## config.mk

```make
export PLATFORM = sky130hd
export DESIGN_NAME = ram_bist_controller
export DESIGN_NICKNAME = d
export VERILOG_FILES = /design/src/rtl/ram_bist_controller_pkg.sv /design/src/rtl/ram_bist_controller_addr_gen.sv /design/src/rtl/ram_bist_controller.sv
export SDC_FILE = /design/constraint.sdc
export NUM_CORES = 1
export LEC_CHECK = 0
export ABC_AREA = 1
export CORE_ASPECT_RATIO = 1.4
export CORE_UTILIZATION = 53
export CTS_CLUSTER_DIAMETER = 30
export DETAILED_ROUTE_END_ITERATION = 10
export PLACE_DENSITY = 0.8
export SYNTH_ARGS = -nofsm -noshare
export SYNTH_HDL_FRONTEND = slang
export SYNTH_SLANG_ARGS = --single-unit
```

## constraint.sdc

```tcl
create_clock -name clk -period 3.07 [get_ports clk]
set_input_delay 0.614 -clock clk [delete_from_list [all_inputs] [get_ports clk]]
set_output_delay 0.614 -clock clk [all_outputs]
set_load 0.01 [all_outputs]
```

## src/rtl/ram_bist_controller_pkg.sv

```systemverilog
// Shared types and defaults for the RAM march-test sequencer.
// State encodings, default widths and a small state-classification helper.
package ram_bist_controller_pkg;

  localparam int AW_DEF = 8;
  localparam int DW_DEF = 8;
  localparam int CW_DEF = 16;

  typedef enum logic [2:0] {
    ST_IDLE = 3'd0,
    ST_W0   = 3'd1,
    ST_R1   = 3'd2,
    ST_C1   = 3'd3,
    ST_W1   = 3'd4,
    ST_R2   = 3'd5,
    ST_C2   = 3'd6,
    ST_DONE = 3'd7
  } state_t;

  function automatic logic is_busy_state(input state_t s);
    return (s != ST_IDLE) && (s != ST_DONE);
  endfunction

endpackage

```

## src/rtl/ram_bist_controller_addr_gen.sv

```systemverilog
// Address counter for the march sequencer: loadable up/down counter whose
// terminal-count flag follows the current direction (all-ones up, zero down).
module ram_bist_controller_addr_gen #(
  parameter int AW = 8
) (
  input  logic          clk,
  input  logic          rst,
  input  logic          load,
  input  logic [AW-1:0] load_val,
  input  logic          en,
  input  logic          up,
  output logic [AW-1:0] count,
  output logic [AW-1:0] count_nxt,
  output logic          tc
);

  logic [AW-1:0] count_r;
  logic [AW-1:0] count_nxt_s;

  // next count: load wins over enable
  always_comb begin
    count_nxt_s = count_r;
    if (load) begin
      count_nxt_s = load_val;
    end else if (en) begin
      if (up) begin
        count_nxt_s = count_r + {{(AW-1){1'b0}}, 1'b1};
      end else begin
        count_nxt_s = count_r - {{(AW-1){1'b0}}, 1'b1};
      end
    end else begin
      count_nxt_s = count_r;
    end
  end

  // counter register
  always_ff @(posedge clk) begin
    if (rst) begin
      count_r <= {AW{1'b0}};
    end else begin
      count_r <= count_nxt_s;
    end
  end

  assign count     = count_r;
  assign count_nxt = count_nxt_s;
  assign tc        = up ? (count_r == {AW{1'b1}}) : (count_r == {AW{1'b0}});

endmodule

```

## src/rtl/ram_bist_controller.sv

```systemverilog
// March-test BIST sequencer driving a single-port RAM: write P(a), then
// read/check/write ~P(a) ascending, then read/check ~P(a) descending.
module ram_bist_controller
  import ram_bist_controller_pkg::*;
#(
  parameter int AW = AW_DEF,
  parameter int DW = DW_DEF,
  parameter int CW = CW_DEF
) (
  input  logic          clk,
  input  logic          rst,
  input  logic          start,
  input  logic [DW-1:0] seed,
  output logic          mem_wr,
  output logic          mem_rd,
  output logic [AW-1:0] mem_addr,
  output logic [DW-1:0] mem_din,
  input  logic [DW-1:0] mem_dout,
  output logic          busy,
  output logic          done,
  output logic          pass,
  output logic [CW-1:0] err_count,
  output logic [AW-1:0] first_err_addr,
  output logic [DW-1:0] first_err_data
);

  state_t        state_r, state_nxt_s;
  logic [DW-1:0] seed_r, seed_now_s;
  logic [AW-1:0] cnt_s, cnt_nxt_s;
  logic          tc_s, ld_s, en_s, up_s;
  logic          cmp_s, mismatch_s, accept_s;
  logic [DW-1:0] exp_s;
  logic [CW-1:0] err_nxt_s;

  logic          mem_wr_r, mem_rd_r, busy_r, done_r, pass_r;
  logic [DW-1:0] mem_din_r, first_err_data_r;
  logic [CW-1:0] err_count_r;
  logic [AW-1:0] first_err_addr_r;

  function automatic logic [DW-1:0] pattern(input logic [AW-1:0] a, input logic [DW-1:0] s);
    return DW'(a) ^ s;
  endfunction

  ram_bist_controller_addr_gen #(.AW(AW)) u_addr_gen (
    .clk       (clk),
    .rst       (rst),
    .load      (ld_s),
    .load_val  ({AW{1'b0}}),
    .en        (en_s),
    .up        (up_s),
    .count     (cnt_s),
    .count_nxt (cnt_nxt_s),
    .tc        (tc_s)
  );

  // The first W0 write is issued on the accepting edge, before seed_r is loaded.
  assign seed_now_s = (state_r == ST_IDLE) ? seed : seed_r;
  assign accept_s   = (state_r == ST_IDLE) && start;

  // march sequencing: next state, counter control and compare selection
  always_comb begin
    state_nxt_s = state_r;
    ld_s        = 1'b0;
    en_s        = 1'b0;
    up_s        = 1'b1;
    cmp_s       = 1'b0;
    exp_s       = {DW{1'b0}};
    case (state_r)
      ST_IDLE: begin
        if (start) begin
          state_nxt_s = ST_W0;
          ld_s        = 1'b1;
        end else begin
          state_nxt_s = ST_IDLE;
        end
      end
      ST_W0: begin
        if (tc_s) begin
          state_nxt_s = ST_R1;
          ld_s        = 1'b1;
        end else begin
          en_s = 1'b1;
        end
      end
      ST_R1: state_nxt_s = ST_C1;
      ST_C1: begin
        state_nxt_s = ST_W1;
        cmp_s       = 1'b1;
        exp_s       = pattern(cnt_s, seed_r);
      end
      ST_W1: begin
        // phase 2 starts at the terminal address, so the counter just holds
        if (tc_s) begin
          state_nxt_s = ST_R2;
        end else begin
          state_nxt_s = ST_R1;
          en_s        = 1'b1;
        end
      end
      ST_R2: begin
        up_s        = 1'b0;
        state_nxt_s = ST_C2;
      end
      ST_C2: begin
        up_s  = 1'b0;
        cmp_s = 1'b1;
        exp_s = ~pattern(cnt_s, seed_r);
        if (tc_s) begin
          state_nxt_s = ST_DONE;
        end else begin
          state_nxt_s = ST_R2;
          en_s        = 1'b1;
        end
      end
      ST_DONE: state_nxt_s = ST_IDLE;
      default: state_nxt_s = ST_IDLE;
    endcase
  end

  // saturating error count for this cycle's compare
  always_comb begin
    mismatch_s = cmp_s && (mem_dout != exp_s);
    if (mismatch_s && (err_count_r != {CW{1'b1}})) begin
      err_nxt_s = err_count_r + {{(CW-1){1'b0}}, 1'b1};
    end else begin
      err_nxt_s = err_count_r;
    end
  end

  // state register and registered outputs, aligned with the state they describe
  always_ff @(posedge clk) begin
    if (rst) begin
      state_r          <= ST_IDLE;
      seed_r           <= {DW{1'b0}};
      mem_wr_r         <= 1'b0;
      mem_rd_r         <= 1'b0;
      mem_din_r        <= {DW{1'b0}};
      busy_r           <= 1'b0;
      done_r           <= 1'b0;
      pass_r           <= 1'b0;
      err_count_r      <= {CW{1'b0}};
      first_err_addr_r <= {AW{1'b0}};
      first_err_data_r <= {DW{1'b0}};
    end else begin
      state_r  <= state_nxt_s;
      mem_wr_r <= (state_nxt_s == ST_W0) || (state_nxt_s == ST_W1);
      mem_rd_r <= (state_nxt_s == ST_R1) || (state_nxt_s == ST_R2);
      busy_r   <= is_busy_state(state_nxt_s);
      done_r   <= (state_nxt_s == ST_DONE);
      if (state_nxt_s == ST_W0) begin
        mem_din_r <= pattern(cnt_nxt_s, seed_now_s);
      end else if (state_nxt_s == ST_W1) begin
        mem_din_r <= ~pattern(cnt_nxt_s, seed_r);
      end else begin
        mem_din_r <= {DW{1'b0}};
      end
      if (accept_s) begin
        seed_r           <= seed;
        err_count_r      <= {CW{1'b0}};
        first_err_addr_r <= {AW{1'b0}};
        first_err_data_r <= {DW{1'b0}};
        pass_r           <= 1'b0;
      end else begin
        err_count_r <= err_nxt_s;
        if (mismatch_s && (err_count_r == {CW{1'b0}})) begin
          first_err_addr_r <= cnt_s;
          first_err_data_r <= mem_dout;
        end else begin
          first_err_addr_r <= first_err_addr_r;
          first_err_data_r <= first_err_data_r;
        end
        if (state_nxt_s == ST_DONE) begin
          pass_r <= (err_nxt_s == {CW{1'b0}});
        end else begin
          pass_r <= pass_r;
        end
      end
    end
  end

  assign mem_wr         = mem_wr_r;
  assign mem_rd         = mem_rd_r;
  assign mem_addr       = cnt_s;
  assign mem_din        = mem_din_r;
  assign busy           = busy_r;
  assign done           = done_r;
  assign pass           = pass_r;
  assign err_count      = err_count_r;
  assign first_err_addr = first_err_addr_r;
  assign first_err_data = first_err_data_r;

endmodule

```

-- Word level (Yosys, flattened, before mapping)
Cells that the tools add are included.
- register bits after elaboration: 64
- bits of input ports: 19
- output and inout port bits: 53
- word-level logic and storage cells: 72
- add/subtract/negate cells: 3
- equality and inequality tests: 16
- mux-type cells: 20
- bitwise logic cells: 5
- reductions and logical operators: 16
- operators with widths (operator ; count):
    $mux W8 ; 6
    $logic_not A16 Y1 ; 2
    $pmux W3 S8 ; 1
    $xor A8 B8 Y8 ; 3
    $eq A3 B3 Y1 const B ; 7
    $add A16 B1 Y16 const B ; 1
    $mux W16 ; 1
    $ne A16 B16 Y1 const B ; 1
    $not A8 Y8 ; 2
    $pmux W8 S2 ; 1
    $eq A3 B2 Y1 const B ; 3
    $add A8 B1 Y8 const B ; 1
    $eq A8 B8 Y1 const B ; 1
    $logic_not A8 Y1 ; 1
    $ne A8 B8 Y1 ; 1
    $sub A8 B1 Y8 const B ; 1
    $mux W1 ; 7
    $eq A3 B1 Y1 const B ; 2
    $mux W3 ; 2
    $reduce_or A2 Y1 ; 3
    $logic_and A1 B1 Y1 ; 5
    $logic_not A3 Y1 ; 1
    $ne A3 B3 Y1 const B ; 1
    $reduce_bool A3 Y1 ; 1
    4 further kinds ; 5

-- Depth between registers and ports, before layout
- depth after elaboration: 11
- depth in mapped cells: 20

-- By module
Synthesis repeated with hierarchy kept, for this count alone.
- cell total of the unflattened synthesis: 643
- area total of the unflattened synthesis: 4124.0 um2
- by module, submodules not included (module ; instances ; cells an instance ; area each (um2) ; seq. area each (um2)):
    ram_bist_controller ; 1 ; 519 ; 3333.2 ; 1121.1
    ram_bist_controller_addr_gen ; 1 ; 124 ; 790.8 ; 160.2

-- Worst setup path after synthesis
OpenSTA, ideal clock, no wires.
- path type: register to register
- from: reg state_r[1]
- to: reg mem_din_r[7], in the netlist mem_din[7]
- arrival: 2232 ps
- setup slack: 768 ps
- cell stages (with the launch flop): 17
- clock period less this slack: 2302 ps
- cells stage by stage: dfxtp_1 > nor2_1 > clkinv_1 > nand3_2 > inv_2 > ha_1 > nand3_1 > nand2_1 > nand2_1 > a22oi_1 > a31oi_1 > xor2_1 > nand2_1 > nand3_1 > nand2_1 > nand3_1 > a21oi_1
- cells in the longest elaborated chain, start to end: 11
- ends and longest elaborated chain (item ; line ; text):
    from (decl) ; ram_bist_controller.sv:27 ; state_t state_r, state_nxt_s;
    from (signal assigned) ; ram_bist_controller.sv:145 ; state_r <= state_nxt_s;
    $eq A3 B3 Y1 ; ram_bist_controller.sv:68 ; case (state_r)
    $reduce_or A2 Y1 (no source line) ; - ;
    $mux W1 ; ram_bist_controller_addr_gen.sv:47 ; assign tc = up ? (count_r == {AW{1'b1}}) : (count_r == {AW{1'b0}});
    $mux W1 ; ram_bist_controller.sv:78, ram_bist_controller.sv:93, ram_bist_controller.sv:108 ;
    $mux W1 ; - ;
    $mux W8 ; ram_bist_controller_addr_gen.sv:25 ; end else if (en) begin
    $mux W8 ; ram_bist_controller_addr_gen.sv:23 ; if (load) begin
    $xor A8 B8 Y8 ; ram_bist_controller.sv:41 ; return DW'(a) ^ s;
    $not A8 Y8 ; ram_bist_controller.sv:153 ; mem_din_r <= ~pattern(cnt_nxt_s, seed_r);
    $mux W8 ; ram_bist_controller.sv:152 ; end else if (state_nxt_s == ST_W1) begin
    $mux W8 (*) ; ram_bist_controller.sv:150 ; if (state_nxt_s == ST_W0) begin
    to (signal assigned) ; ram_bist_controller.sv:151 ; mem_din_r <= pattern(cnt_nxt_s, seed_now_s);
    to (signal assigned) ; ram_bist_controller.sv:153 ;
    to (signal assigned) ; ram_bist_controller.sv:155 ; mem_din_r <= {DW{1'b0}};
    to (decl) ; ram_bist_controller.sv:36 ; logic [DW-1:0] mem_din_r, first_err_data_r;
Every way passes the cells marked *; elsewhere a longest branch is shown, timed or not.
A chain may end at the register's enable or synchronous reset.

-- Worst setup path in the final report
Same ends and word-level chain as after synthesis.

==> impl_metrics.toml <==
[logic_synthesis]
syn_avg_cell_area_um2 = 6.54
yosysWarnings = 0
ys_seq_area_frac = 0.321
ys.flop_type = "dfxtp_1"
ys_ff_latch = 64
async_flop_share = 0
synth_cell_types = 38
syn_area_mm2 = 0.00400
syn_nets = 639
syn_inst = 611
synth_edf_count = 0

[detailed_routing]
wl_met1_um = 4520
drt_iter0_markers = 232
drtPass1Iterations = 5
met3_wirelength_um = 560
wl_per_cell_um = 14.2
route.met2.wl_um = 5620
drtAntennaViolNets = 0
via_per_inst = 5.34
postRouteWirelength_um = 11000
top_layer = "met4"
route.detailed.drc = 0
via_count = 4159

[sta]
fmax_mhz = 368
skew_ns = 0.00717
slew_headroom = 0.593
fin_ws_ns = 0.352
finalHoldViolCount = 0
fin_crit_sh = 0.885
setup_violations = 0
setup_tns_ns = 0
fin_crit_ns = 2.72
drv_slew = 0
rsz0062_at_grt = "false"
worstMarginPinSlew_ns = 0.609

[floorplan]
die-height_um = 105
core_mm2 = 0.00731
dieArea_mm2 = 0.00790
placementRows = 37
die_w_um = 75.4
io_pins = 72
start_util = 0.547

[global_routing]
antenna_found_initial = 0
grt_use_total = 0.291
grt_max_degree = 42
grt_remaining_overflow = 0
grt_pass1_wl_um = 17600
grt_pass1_vias = 3880

[clock_tree]
ctsRootBufferMaster = "clkbuf_8"
tritoncts = "done"
clock-sinks = 64
htreeDepth = 3
clkLatencyLatePin_ns = 0.35
clockBufferDepth = 2
cts_setup_buffers = 0
cts_made_buffers = 9
cts_hold_buf = 0
cts_resized = 0
clk_pin_slew_ns = 0.06

[pwr]
irDropWorstVdd_mv = 0.304
power_density_mw_per_mm2 = 357
leakagePower_nw = 2.13

[critical_path]
cp-end-kind = "flop"
startpoint_type = "flop"
crit_type = "reg2reg"
crit_fanout = 8
critical_path_arrival_ns = 2.98
required_ns = 3.33

[layout]
mostFrequentLayoutCell = "nand2_1"
stdcell_count = 779
antenna_cells = 0
area_delta_synth_final_pct = 23.1
drive_above_1_share = 0.0660
mostFrequentLayoutCells = "169 x nand2_1, 78 x inv_1, 71 x clkdlybuf4s50_1"
nets = 709
fillers = 680

[run]
max-cap-violations = 0

[placed_design]
dpl_worst_slack_ns = 0.372
gp_congestion = 0.912
hpwl_um = 8310
placed_cells = 767
portBuffers = 71

[hold_path]
hold_path.class = "reg2reg"

[status]
outcome = "complete, no violations"
-- state kept, by name (all words and copies together) (netlist names) --
signal and cells:
busy 1, done 1, err_count 16, first_err_addr 8, first_err_data 8, mem_din 8, mem_rd 1, mem_wr 1
pass 1, seed_r 8, state_r 3, u_addr_gen.count 8
-- synth_stat cells, types with 2 or more instances --
cell type  count  share of area
a211oi_1      16          0.030
a21oi_1       28          0.035
buf_2          4         0.0050
buf_6          4          0.011
clkbuf_1      10         0.0094
clkinv_1       3         0.0028
dfxtp_1       64           0.32
ha_1           8          0.025
inv_1         78          0.073
inv_2          6         0.0056
nand2_1      169           0.16
nand2_2        2         0.0031
nand2_4        2         0.0056
nand3_1       43          0.054
nand3_2        5          0.013
nand3b_1       6          0.011
nand4_1       22          0.034
nand4_2        2         0.0063
nor2_1        53          0.050
nor2_2         2         0.0031
nor3_1        11          0.014
nor4_1         2         0.0031
o211ai_1       3         0.0056
o21ai_0       33          0.041
o21ai_2        4         0.0088
o22ai_1        2         0.0031
xnor2_1        3         0.0066
xor2_1        16          0.035
-- routing by layer --
| metal | global-route usage | up-vias |
|---|---|---|
| met4 | 0.126 | 0 |
| met3 | 0.0530 | 29 |
| met5 | 0 | - |
| met2 | 0.510 | 134 |
| li1 | - | 2137 |
| met1 | 0.332 | 1859 |
-- stage by stage --
stage	hold slack (ns)	power [mW]	utilization	area (µm²)
2_1_floorplan	0.478	1.06	-	4000
3_3_place_gp	0.447	1.16	0.652	4770
3_5_place_dp	0.452	1.17	0.652	4770
4_1_cts	0.466	1.76	0.673	4920
5_1_grt	0.492	1.83	0.673	4920
6_report	0.463	1.75	0.673	4920
-- final timing paths --
| path | startpoint | endpoint | slack (ns) | depth (start not counted) |
|---|---|---|---|---|
| setup / recovery | state_r[1]$_SDFF_PP0_ | mem_din[7]$_SDFF_PP0_ | 0.35 | 15 |
| hold reg to reg | first_err_addr[6]$_SDFFE_PP0P_ | first_err_addr[6]$_SDFFE_PP0P_ | 0.46 | 2 |
| setup reg to reg | state_r[1]$_SDFF_PP0_ | mem_din[7]$_SDFF_PP0_ | 0.35 | 15 |
| hold / removal | first_err_addr[6]$_SDFFE_PP0P_ | first_err_addr[6]$_SDFFE_PP0P_ | 0.46 | 2 |
-- cell families (layout without fill, tap and decap cells) --
logic type,Yosys count,in the layout,share of synthesized area
flops,64,64,0.321
buf+inv,105,176,0.107
compound gates,91,91,0.134
xor+xnor,19,19,0.0416
simple gates,323,323,0.367
fa+ha+maj,9,9,0.0300
-- worst max-delay path: stages (launching register included) --
cell and delay (ns):
dfxtp_1 0.50, nand2_4 0.11, nand3_2 0.11, inv_2 0.09, ha_1 0.37, a21oi_1 0.10
nand2_1 0.09, nand2_1 0.07, a22oi_1 0.26, a31oi_1 0.18, xor2_1 0.17, nand2_1 0.11
nand3_1 0.13, nand2_1 0.08, nand3_1 0.06, a21oi_1 0.21
-- where the power goes --
| group | total [mW] | switching (mW) | internal (mW) |
|---|---|---|---|
| Clock | 0.603 | 0.309 | 0.294 |
| Combinational | 0.271 | 0.159 | 0.112 |
| Sequential | 0.881 | 0.0239 | 0.857 |
-- area by class of cell --
type	count	area, µm²	share of cell area
Inverter	87	327	0.0664
Multi-Input combinational cell	442	2290	0.465
Clock inverter	2	10.0	0.00203
Sequential cell	64	1280	0.260
Timing Repair Buffer	77	756	0.154
Clock buffer	10	138	0.0280
Tap cell	97	121	0.0247
(Power assumes the default switching activity.)
